## src/rtl/us_param_pkg.sv

```systemverilog
// us_param_pkg: parameter set type, opcodes and default/field helpers for us_param_bank
package us_param_pkg;

  typedef struct packed {
    logic [7:0]  accum;
    logic [15:0] delay;
    logic [2:0]  scan_type;
    logic [10:0] scan_len;
    logic [2:0]  sel;
    logic [10:0] start_amp;
    logic [9:0]  amp_porch;
    logic [19:0] ainc_one;
    logic [19:0] ainc_two;
    logic [15:0] vrc_len;
  } us_param_t;

  typedef enum logic {ST_IDLE, ST_SWEEP} sweep_state_t;

  localparam logic [3:0] OP_SCAN_LEN  = 4'h1;
  localparam logic [3:0] OP_AINC_ONE  = 4'h2;
  localparam logic [3:0] OP_AINC_TWO  = 4'h3;
  localparam logic [3:0] OP_VRC_LEN   = 4'h4;
  localparam logic [3:0] OP_ACCUM     = 4'h5;
  localparam logic [3:0] OP_DELAY     = 4'h6;
  localparam logic [3:0] OP_SCAN_TYPE = 4'h7;
  localparam logic [3:0] OP_START_AMP = 4'h9;
  localparam logic [3:0] OP_AMP_PORCH = 4'hA;
  localparam logic [3:0] OP_SEL       = 4'hB;
  localparam logic [3:0] OP_COMMIT    = 4'hC;
  localparam logic [3:0] OP_READ      = 4'hD;
  localparam logic [3:0] OP_RESTORE   = 4'hE;

  // Amplitude increments are {10-bit integer, 10-bit fraction}: {20,0} and {8,0}
  function automatic us_param_t param_default(input logic [2:0] ch);
    us_param_t p;
    p.accum     = 8'd10;
    p.delay     = 16'd0;
    p.scan_type = 3'd1;
    p.scan_len  = 11'd64;
    p.sel       = ch;
    p.start_amp = 11'd0;
    p.amp_porch = 10'd40;
    p.ainc_one  = {10'd20, 10'd0};
    p.ainc_two  = {10'd8, 10'd0};
    p.vrc_len   = 16'd150;
    return p;
  endfunction

  function automatic logic is_write(input logic [3:0] op);
    return op inside {OP_SCAN_LEN, OP_AINC_ONE, OP_AINC_TWO, OP_VRC_LEN, OP_ACCUM,
                      OP_DELAY, OP_SCAN_TYPE, OP_START_AMP, OP_AMP_PORCH, OP_SEL};
  endfunction

  function automatic us_param_t param_write(input us_param_t p_in, input logic [3:0] op,
                                            input logic [19:0] v);
    us_param_t p;
    p = p_in;
    case (op)
      OP_SCAN_LEN:  p.scan_len  = v[10:0];
      OP_AINC_ONE:  p.ainc_one  = v;
      OP_AINC_TWO:  p.ainc_two  = v;
      OP_VRC_LEN:   p.vrc_len   = v[15:0];
      OP_ACCUM:     p.accum     = v[7:0];
      OP_DELAY:     p.delay     = v[15:0];
      OP_SCAN_TYPE: p.scan_type = v[2:0];
      OP_START_AMP: p.start_amp = v[10:0];
      OP_AMP_PORCH: p.amp_porch = v[9:0];
      OP_SEL:       p.sel       = v[2:0];
      default:      p = p_in;
    endcase
    return p;
  endfunction

  // Unknown field codes read back as zero
  function automatic logic [19:0] param_field(input us_param_t p, input logic [3:0] op);
    case (op)
      OP_SCAN_LEN:  return 20'(p.scan_len);
      OP_AINC_ONE:  return p.ainc_one;
      OP_AINC_TWO:  return p.ainc_two;
      OP_VRC_LEN:   return 20'(p.vrc_len);
      OP_ACCUM:     return 20'(p.accum);
      OP_DELAY:     return 20'(p.delay);
      OP_SCAN_TYPE: return 20'(p.scan_type);
      OP_START_AMP: return 20'(p.start_amp);
      OP_AMP_PORCH: return 20'(p.amp_porch);
      OP_SEL:       return 20'(p.sel);
      default:      return 20'd0;
    endcase
  endfunction

endpackage

```

## src/rtl/us_param_commit_fsm.sv

```systemverilog
// us_param_commit_fsm: IDLE/SWEEP commit sequencing, sweep pointer, ready flag and pending load
module us_param_commit_fsm
  import us_param_pkg::*;
#(
  parameter int NUM_CH = 8,
  localparam int CH_W = $clog2(NUM_CH)
) (
  input  logic            clk,
  input  logic            rst_n,
  input  logic            start,
  input  logic            abort,
  input  logic            load,
  input  logic [CH_W-1:0] load_ch,
  output logic            ready,
  output logic            sweeping,
  output logic [CH_W-1:0] ptr,
  output logic            serve,
  output logic [CH_W-1:0] serve_ch
);

  sweep_state_t    state, state_nx;
  logic [CH_W-1:0] ptr_nx, pend_ch, pend_ch_nx;
  logic            pend, pend_nx;

  assign ready    = state == ST_IDLE;
  assign sweeping = state == ST_SWEEP;

  // State, sweep pointer and the 1-deep pending load register
  always_ff @(posedge clk or negedge rst_n) begin
    if (!rst_n) begin
      state   <= ST_IDLE;
      ptr     <= '0;
      pend    <= 1'b0;
      pend_ch <= '0;
    end else begin
      state   <= state_nx;
      ptr     <= ptr_nx;
      pend    <= pend_nx;
      pend_ch <= pend_ch_nx;
    end
  end

  // Next state; a fresh load in IDLE supersedes a still-pending one
  always_comb begin
    state_nx   = state;
    ptr_nx     = ptr;
    pend_nx    = pend;
    pend_ch_nx = pend_ch;
    serve      = 1'b0;
    serve_ch   = load_ch;
    case (state)
      ST_IDLE: begin
        serve    = load || pend;
        serve_ch = load ? load_ch : pend_ch;
        pend_nx  = 1'b0;
        if (start) begin
          state_nx = ST_SWEEP;
          ptr_nx   = '0;
        end
      end
      ST_SWEEP: begin
        pend_nx    = pend || load;
        pend_ch_nx = load ? load_ch : pend_ch;
        ptr_nx     = ptr + 1'b1;
        if (abort || ptr == CH_W'(NUM_CH - 1)) begin
          state_nx = ST_IDLE;
          ptr_nx   = '0;
        end
      end
      default: state_nx = ST_IDLE;
    endcase
  end

endmodule

```

## src/rtl/us_param_bank.sv

```systemverilog
// us_param_bank: staging/active per-channel parameter store; US_PARAM_READBACK_EN enables opcode D readback
module us_param_bank
  import us_param_pkg::*;
#(
  parameter int NUM_CH = 8,
  localparam int CH_W = $clog2(NUM_CH)
) (
  input  logic            clk,
  input  logic            rst_n,
  input  logic            i_hw_ch,
  input  logic [31:0]     i_cmd_data,
  input  logic            i_cmd_vld,
  input  logic            i_load_param,
  input  logic [CH_W-1:0] i_sub_channel,
  output logic            o_ready,
  output logic            o_param_vld,
  output logic [7:0]      o_accum,
  output logic [15:0]     o_delay,
  output logic [2:0]      o_scan_type,
  output logic [10:0]     o_scan_len,
  output logic [2:0]      o_sel,
  output logic [10:0]     o_start_amp,
  output logic [9:0]      o_amp_porch,
  output logic [19:0]     o_ainc_one,
  output logic [19:0]     o_ainc_two,
  output logic [15:0]     o_vrc_len,
  output logic            o_cmd_err,
  output logic [31:0]     o_rd_data,
  output logic            o_rd_vld
);

  us_param_t       stag [NUM_CH];
  us_param_t       act  [NUM_CH];
  us_param_t       out;
  logic [3:0]      op;
  logic [19:0]     pl;
  logic [CH_W-1:0] ch, ptr, serve_ch;
  logic            hit, is_commit, wr_en, commit_one, commit_all, restore, rd_op, err_nx;
  logic            sweeping, serve;
  logic            unused_bits;

  assign op          = i_cmd_data[27:24];
  assign pl          = i_cmd_data[19:0];
  assign ch          = i_cmd_data[28 +: CH_W];
  assign unused_bits = ^i_cmd_data[23:20];
  assign hit         = i_cmd_vld && i_cmd_data[31] == i_hw_ch && (i_cmd_data[30:28] >> CH_W) == 3'd0;
`ifdef US_PARAM_READBACK_EN
  assign rd_op       = op == OP_READ;
`else
  assign rd_op       = 1'b0;
`endif
  assign is_commit   = hit && op == OP_COMMIT;
  assign wr_en       = hit && is_write(op);
  assign commit_one  = is_commit && !sweeping && !pl[0];
  assign commit_all  = is_commit && !sweeping && pl[0];
  assign restore     = hit && op == OP_RESTORE;
  assign err_nx      = (hit && !(is_write(op) || op == OP_COMMIT || op == OP_RESTORE || rd_op))
                    || (is_commit && sweeping);

  us_param_commit_fsm #(.NUM_CH(NUM_CH)) u_fsm (
    .clk      (clk),
    .rst_n    (rst_n),
    .start    (commit_all),
    .abort    (restore),
    .load     (i_load_param),
    .load_ch  (i_sub_channel),
    .ready    (o_ready),
    .sweeping (sweeping),
    .ptr      (ptr),
    .serve    (serve),
    .serve_ch (serve_ch)
  );

  // Banks: writes hit staging, commits and sweep copies read pre-write staging
  always_ff @(posedge clk or negedge rst_n) begin
    if (!rst_n) begin
      for (int i = 0; i < NUM_CH; i++) begin
        stag[i] <= param_default(3'(i));
        act[i]  <= param_default(3'(i));
      end
    end else if (restore) begin
      for (int i = 0; i < NUM_CH; i++) begin
        stag[i] <= param_default(3'(i));
        act[i]  <= param_default(3'(i));
      end
    end else begin
      if (wr_en) stag[ch] <= param_write(stag[ch], op, pl);
      if (commit_one) act[ch] <= stag[ch];
      if (sweeping) act[ptr] <= stag[ptr];
    end
  end

  // Output set and strobes; loads see the active bank before this cycle's commit
  always_ff @(posedge clk or negedge rst_n) begin
    if (!rst_n) begin
      out         <= param_default(3'd0);
      o_param_vld <= 1'b0;
      o_cmd_err   <= 1'b0;
    end else begin
      out         <= serve ? act[serve_ch] : out;
      o_param_vld <= serve;
      o_cmd_err   <= err_nx;
    end
  end

  assign o_accum     = out.accum;
  assign o_delay     = out.delay;
  assign o_scan_type = out.scan_type;
  assign o_scan_len  = out.scan_len;
  assign o_sel       = out.sel;
  assign o_start_amp = out.start_amp;
  assign o_amp_porch = out.amp_porch;
  assign o_ainc_one  = out.ainc_one;
  assign o_ainc_two  = out.ainc_two;
  assign o_vrc_len   = out.vrc_len;

`ifdef US_PARAM_READBACK_EN
  // Readback of one active field, zero-extended, one cycle after the command
  always_ff @(posedge clk or negedge rst_n) begin
    if (!rst_n) begin
      o_rd_data <= '0;
      o_rd_vld  <= 1'b0;
    end else begin
      o_rd_vld  <= hit && rd_op;
      o_rd_data <= (hit && rd_op) ? {12'd0, param_field(act[ch], pl[3:0])} : o_rd_data;
    end
  end
`else
  assign o_rd_data = '0;
  assign o_rd_vld  = 1'b0;
`endif

endmodule

```

## config.mk

```make
export PLATFORM = sky130hd
export DESIGN_NAME = us_param_bank
export DESIGN_NICKNAME = d
export VERILOG_FILES = /design/src/rtl/us_param_pkg.sv /design/src/rtl/us_param_commit_fsm.sv /design/src/rtl/us_param_bank.sv
export SDC_FILE = /design/constraint.sdc
export NUM_CORES = 2
export LEC_CHECK = 0
export CAP_MARGIN = 20
export CORE_MARGIN = 2
export CORE_UTILIZATION = 37
export CTS_CLUSTER_DIAMETER = 200
export DETAILED_ROUTE_END_ITERATION = 8
export PLACE_DENSITY_LB_ADDON = 0.12
export SKIP_LAST_GASP = 1
export SLEW_MARGIN = 30
export SYNTH_ARGS = -nofsm -noshare
export SYNTH_HDL_FRONTEND = slang
export SYNTH_SLANG_ARGS = --single-unit
```

## constraint.sdc

```tcl
create_clock -name clk -period 2.89 [get_ports clk]
set_input_delay 0.578 -clock clk [delete_from_list [all_inputs] [get_ports clk]]
set_output_delay 0.578 -clock clk [all_outputs]
set_load 0.03 [all_outputs]
```

Word level (Yosys, flattened, before mapping):

Cells that the tools add are included.

* register bits after elaboration: 2016
* input port bits: 40
* output and inout bits: 154
* word-level logic and storage cells: 284

* add/subtract/negate cells: 1
* magnitude comparators: 5
* equal/unequal tests: 15
* multiplexer cells: 62
* bitwise operators: 4
* reductions and logical operators: 21

Operators by type and width (number)
* $mux 944: 6
* $bwmux 944: 3
* $bmux 118 s3: 3
* $mux 118: 8
* $demux 118 s3: 2
* $mux 20: 6
* $mux 16: 6
* $mux 11: 6
* $mux 10: 3
* $mux 3: 10
* $mux 8: 3
* $eq 4x4->1 const B: 5
* $eq 4x3->1 const B: 4
* $ge 4x4->1 const B: 3
* $not 3->4: 3
* $logic_and 1x1->1: 11
* $reduce_bool 10->1: 1
* $eq 4x2->1 const B: 2
* $lt 4x1->1 const B: 2
* $pmux 3 s2: 1
* $logic_or 1x1->1: 5
* $eq 4x1->1 const B: 1
* $pmux 1 s2: 2
* $add 3x1->3 const B: 1
* other kinds (7): 11

Longest topological paths before layout:

* depth in word-level cells: 11
* gate-level depth with buffers: 11
* mapped depth without buffers: 5

By module:

From an unflattened synthesis, not the netlist that was laid out.

* cells, all modules: 9525
* area, all modules: 104441.4 um2

By module, submodules not included
* us_param_bank: instances 1, cells each 9495, area an instance 104053.5 um2, sequential area each 50554.7 um2
* us_param_commit_fsm: instances 1, cells each 30, area an instance 387.9 um2, sequential area each 200.2 um2

Worst setup path before layout:

Ideal clock, no wire load.

* path kind: input to register
* start: input port i_cmd_data[30]
* end: register stag[154] in the netlist's numbering
* setup time: 121 ps
* data arrival time: 2372 ps
* data required time: 2769 ps
* setup slack: 397 ps
* stages on the path: 8
* path buffers: 3
* cells stage by stage: buf_4 -> buf_6 -> buf_2 -> mux2_2 -> a221o_1 -> o2bb2ai_2 -> mux2_2 -> a22o_1

* word-level cells in the longest chain between the ends: 10
* elaborated cells on any way between the ends: 15
* classes of those cells: order compare (2); mux (11); bitwise (1); reduce/logical (1)

Ends and longest elaborated chain
* start: declaration: RTL line us_param_bank.sv:11 `input logic [31:0] i_cmd_data,`
* $not 3->4 (not written as such) (*): RTL line us_param_bank.sv:87 `if (wr_en) stag[ch] <= param_write(stag[ch], op, pl);`
* $bmux 118 s3: RTL line us_param_bank.sv:87
* $mux 118 (not written as such) (2 in a row): RTL line us_param_bank.sv:87
* $mux 20: RTL line us_param_pkg.sv:58 `case (op)`
* $mux 20: RTL line us_param_bank.sv:87
* $mux 20: RTL line us_param_bank.sv:81 `end else if (restore) begin`
* $bwmux 944 (*): RTL line us_param_bank.sv:87
* $mux 944 (*): RTL line us_param_bank.sv:87
* $mux 944 (*): RTL line us_param_bank.sv:81
* end signal: indexed assignment: RTL line us_param_bank.sv:78 `stag[i] <= param_default(3'(i));`
* end signal: indexed assignment: RTL line us_param_bank.sv:83 `stag[i] <= param_default(3'(i));`
* end signal: indexed assignment: RTL line us_param_bank.sv:87
* end: declaration: RTL line us_param_bank.sv:32 `us_param_t stag [NUM_CH];`

Every way passes the cells marked *; elsewhere a longest branch is shown, timed or not. The select of a mux whose other input is x is not followed.
A chain may end at the register's enable or synchronous reset.

Worst setup path in the final report:

* start: register u_fsm.ptr[0]
* end: register act[363] in the netlist's numbering

* word-level cells in the longest chain between the ends: 8
* elaborated cells on any way between the ends: 12
* classes of those cells: order compare (2); mux (8); bitwise (1); reduce/logical (1)

Ends and longest elaborated chain
* start: declaration: RTL line us_param_commit_fsm.sv:16 `output logic [CH_W-1:0] ptr,`
* start signal: assignment: RTL line us_param_commit_fsm.sv:37 `ptr <= ptr_nx;`
* $not 3->4 (not written as such) (*): RTL line us_param_bank.sv:89 `if (sweeping) act[ptr] <= stag[ptr];`
* $ge 4x4->1 (not written as such) / $lt 4x1->1 (equally long branches): RTL line us_param_bank.sv:89
* $logic_and 1x1->1 (not written as such): RTL line us_param_bank.sv:89
* $mux 118 (not written as such): RTL line us_param_bank.sv:89
* $demux 118 s3: RTL line us_param_bank.sv:89
* $bwmux 944 (*): RTL line us_param_bank.sv:89
* $mux 944 (*): RTL line us_param_bank.sv:89
* $mux 944 (*): RTL line us_param_bank.sv:81
* end signal: indexed assignment: RTL line us_param_bank.sv:84 `act[i] <= param_default(3'(i));`
* end signal: indexed assignment: RTL line us_param_bank.sv:88 `if (commit_one) act[ch] <= stag[ch];`
* end signal: indexed assignment: RTL line us_param_bank.sv:89
* end: declaration: RTL line us_param_bank.sv:33 `us_param_t act [NUM_CH];`

Marks and branches as above.

==> results.md <==
* Peak supply drop at 635.4 uV
* Worst hold slack at 281.3 ps
* Type of the worst min-delay path: in2async
* Syn Inst Count at 10023
* Critical path arrival at 3630 ps
* Status: completed
* # clock sinks at 2016
* PwrDens at 914.5 mW/mm^2
* Fin nets at 10634
* Core area at 0.2760 mm^2
* Via count at 95457
* RR Endpoint: act[363]
* Yosys top cell area share at 0.4322
* Sequential area share after synthesis at 0.4950
* Number of distinct library cells after synthesis at 85
* Clk_lat worst skew at 930 ps
* CP startpoint kind: flop
* Global route overflow at 0
* CTS HTree Levels at 4
* GPL Wtd Cong at 0.9259
* I/O Buffers at 156
* Proportion of layout cells with a drive suffix above 1 at 0.2214
* Multi-input logic area at 0.04771 mm^2
* Final Skew at 34.30 ps
* Max_cap viols at 0
* Layout Area Growth over Synthesis at 23.90%
* GRT busiest layer: met2
* Synth Flop Type: dfrtp_1
* Pre-CTS setup slack at -503.2 ps
* Area post-placement at 0.1192 mm^2
* Initial core utilization at 0.3715
* Critical-path cell list: buf_12 -> buf_4 -> mux4_2 -> mux2i_1 -> buf_4 -> o22ai_1
* TNS Setup at 0 ps
* DPL Wire Length at 331100 um
* Final period utilization at 0.9880
* Critical-path maximum fanout at 17
* CTS tree: built
* Yosys warnings at 0
* R2R setup slack at 30 ps
* # rows at 193
* Routed WL at 503100 um
* Initial DRC Count at 13140
* GR Util met1 at 0.4883
* Total GRT Usage at 0.3499
* Max-slew headroom at 0.4204
* Minimum clock period at 2855 ps
* Buf/Inv on CP at 3
* Worst R2R Path Depth at 6
* Area of the die at 0.2814 mm^2
* Leading area contributor after synthesis: dfrtp_1
* Vias per Instance at 6.585
* Post-synth EDFFs at 0
* Mean post-synth cell area at 10.23 um^2
* Final WS setup at 34.70 ps
* Top-Level Pins at 194
* Slew @ Worst Pin at 867.6 ps
* Critical path required time at 3670 ps
* Slew Limit Fails at 0
* Met2 Resource Use GR at 0.5091
* RSZ-0062 raised after global routing: no
* CP endpoint kind: flop
* Post-synth ARST share at 1.000
* Clock tree buffer depth at 4
* Final Cell Area at 0.1270 mm^2
* WS Path Type: reg2reg
* First-pass GRT wire length at 713400 um
* Number of global-route vias before repair at 93571
* DRC at 0
* Die X at 530.4 um
* Synth area leaders: dfrtp_1 43%, dfstp_2 6.3%, a22o_1 6.2%
* FF/Latch Area at 0.05077 mm^2
* Layout fillers at 25377
* Number of placed cells counting well taps at 14063
* Chip height at 530.4 um
* WL/cell at 34.71 um
* Endpoints failing setup at 0
* Num CTS Buffers at 231
* Max Clk Rate at 350.2 MHz
* Power Total at 116.2 mW
* Non-Filler Instances at 14496
* Initial antenna violation count at 25
* Final ANT Viol Nets at 0
* Most frequent cell on the critical path: buf_4
* CP max stage delay at 720 ps
* DR pass1 iterations at 8
* Met3 Use GR at 0.09426
* Worst reg2reg path startpoint: u_fsm.ptr[0]
* Final hold vios at 0
* CTS clk-pin slew, worst paths at 60 ps
* Util after Layout at 0.4603
* Cell family with most CP delay: multiplexers
* Slowest stage cell, crit path: dfrtp_4
* Root buffer cell: clkbuf_16
* Synthesized area at 0.1025 mm^2
* LEAKAGE at 55.67 nW
* Largest net degree at the start of global routing at 102
* Yosys reg bits at 2016
repair_timing:
item,in CTS,in global routing
setup buffers,0,0
hold endpoints to repair,84,0
hold buffers,1,0
gates resized for setup,4,0
endpoints found under the setup margin,10,0
logic make-up (layout without fill, tap and decap cells):
family                     count (synthesis)  count (layout)  synth area share
and+or+nand+nor                         2509            2509            0.1056
AOI/OAI and AO/OA                       3556            3556            0.2351
buffers and inverters                   1050            1769           0.04646
adders and majority gates                  2               2         0.0002440
muxes                                    887             887            0.1172
other                                      1              50        0.00003657
DFF                                     2016            2016            0.4950
xor gates and xnor gates                   2               2         0.0003539
cell usage in the layout, fill, tap and decap left out, types with 67 or more instances in the layout:
master and n:
a211o_1 85, clkbuf_16 234, o22ai_1 790, nand3_1 285, buf_4 738, mux4_2 232, a22o_1 725, dfstp_2 245
nand2_1 786, a21oi_1 286, nor2_1 1042, o32ai_1 67, mux2i_1 484, o21ai_0 1091, a221oi_1 199, buf_12 444
mux2_2 162, clkdlybuf4s50_1 149, dfrtp_1 1767, and3_1 122
power breakdown:
| group | internal (mW) | total (mW) | switching [mW] | leakage [nW] |
|---|---|---|---|---|
| logic | 17.3 | 42.7 | 25.5 | 25.3 |
| clock network | 18.3 | 31.0 | 12.7 | 3.84 |
| registers | 36.7 | 42.4 | 5.75 | 26.6 |
state kept, by name (all words and copies together) (netlist names), 10 cells and up:
| signal | cells |
|---|---|
| o_amp_porch | 10 |
| o_scan_len | 11 |
| o_start_amp | 11 |
| o_ainc_one | 20 |
| o_vrc_len | 16 |
| o_ainc_two | 20 |
| o_delay | 16 |
| stag | 944 |
| act | 944 |
cell usage after synthesis, types with 16 or more instances:
library cell,n
dfrtp_1,1771
o21ai_0,1091
nor2_1,1061
nand2_1,804
o22ai_1,792
a22o_1,725
clkbuf_1,603
mux2i_1,485
nand3_1,296
buf_2,294
a21oi_1,288
dfstp_2,245
mux4_2,232
a221oi_1,199
mux2_2,162
and3_1,123
buf_4,88
a211o_1,85
o32ai_1,67
nor3_1,56
a31oi_1,46
o22a_1,39
or3_1,39
buf_1,31
a22oi_1,30
a221o_1,26
nor2b_1,23
nor4b_1,23
o21ai_1,19
o221ai_2,18
buf_6,16
layout make-up:
cell class                      count  share of cell area
Tap cell                         3705             0.03649
Clock buffer                      340             0.05356
Timing Repair Buffer             1338              0.1261
Clock inverter                     75            0.007898
Sequential cell                  2016              0.3996
Inverter                           16           0.0004727
Antenna cell                       17           0.0003348
Multi-Input combinational cell   6989              0.3756
worst max path at each step:
stage,start,endpoint,slack (ps),depth (start not counted)
CTS,o_scan_len[10],o_scan_len[10],10,1
finish,u_fsm.ptr[0],act[363],30,6
global route,u_fsm.ptr[0],act[127],10,6
floorplan,i_cmd_data[30],stag[154],400,8
detailed placement,i_hw_ch,act[889],-500,11
global placement,i_hw_ch,act[889],-490,11
metal layers:
layer / vias to the layer above / part of all wire
met5: - / 0.000054
met4: 4 / 0.047
met3: 1226 / 0.12
met2: 6458 / 0.42
met1: 48982 / 0.41
li1: 38787 / -
No activity file was read; power rests on OpenSTA's default activity.
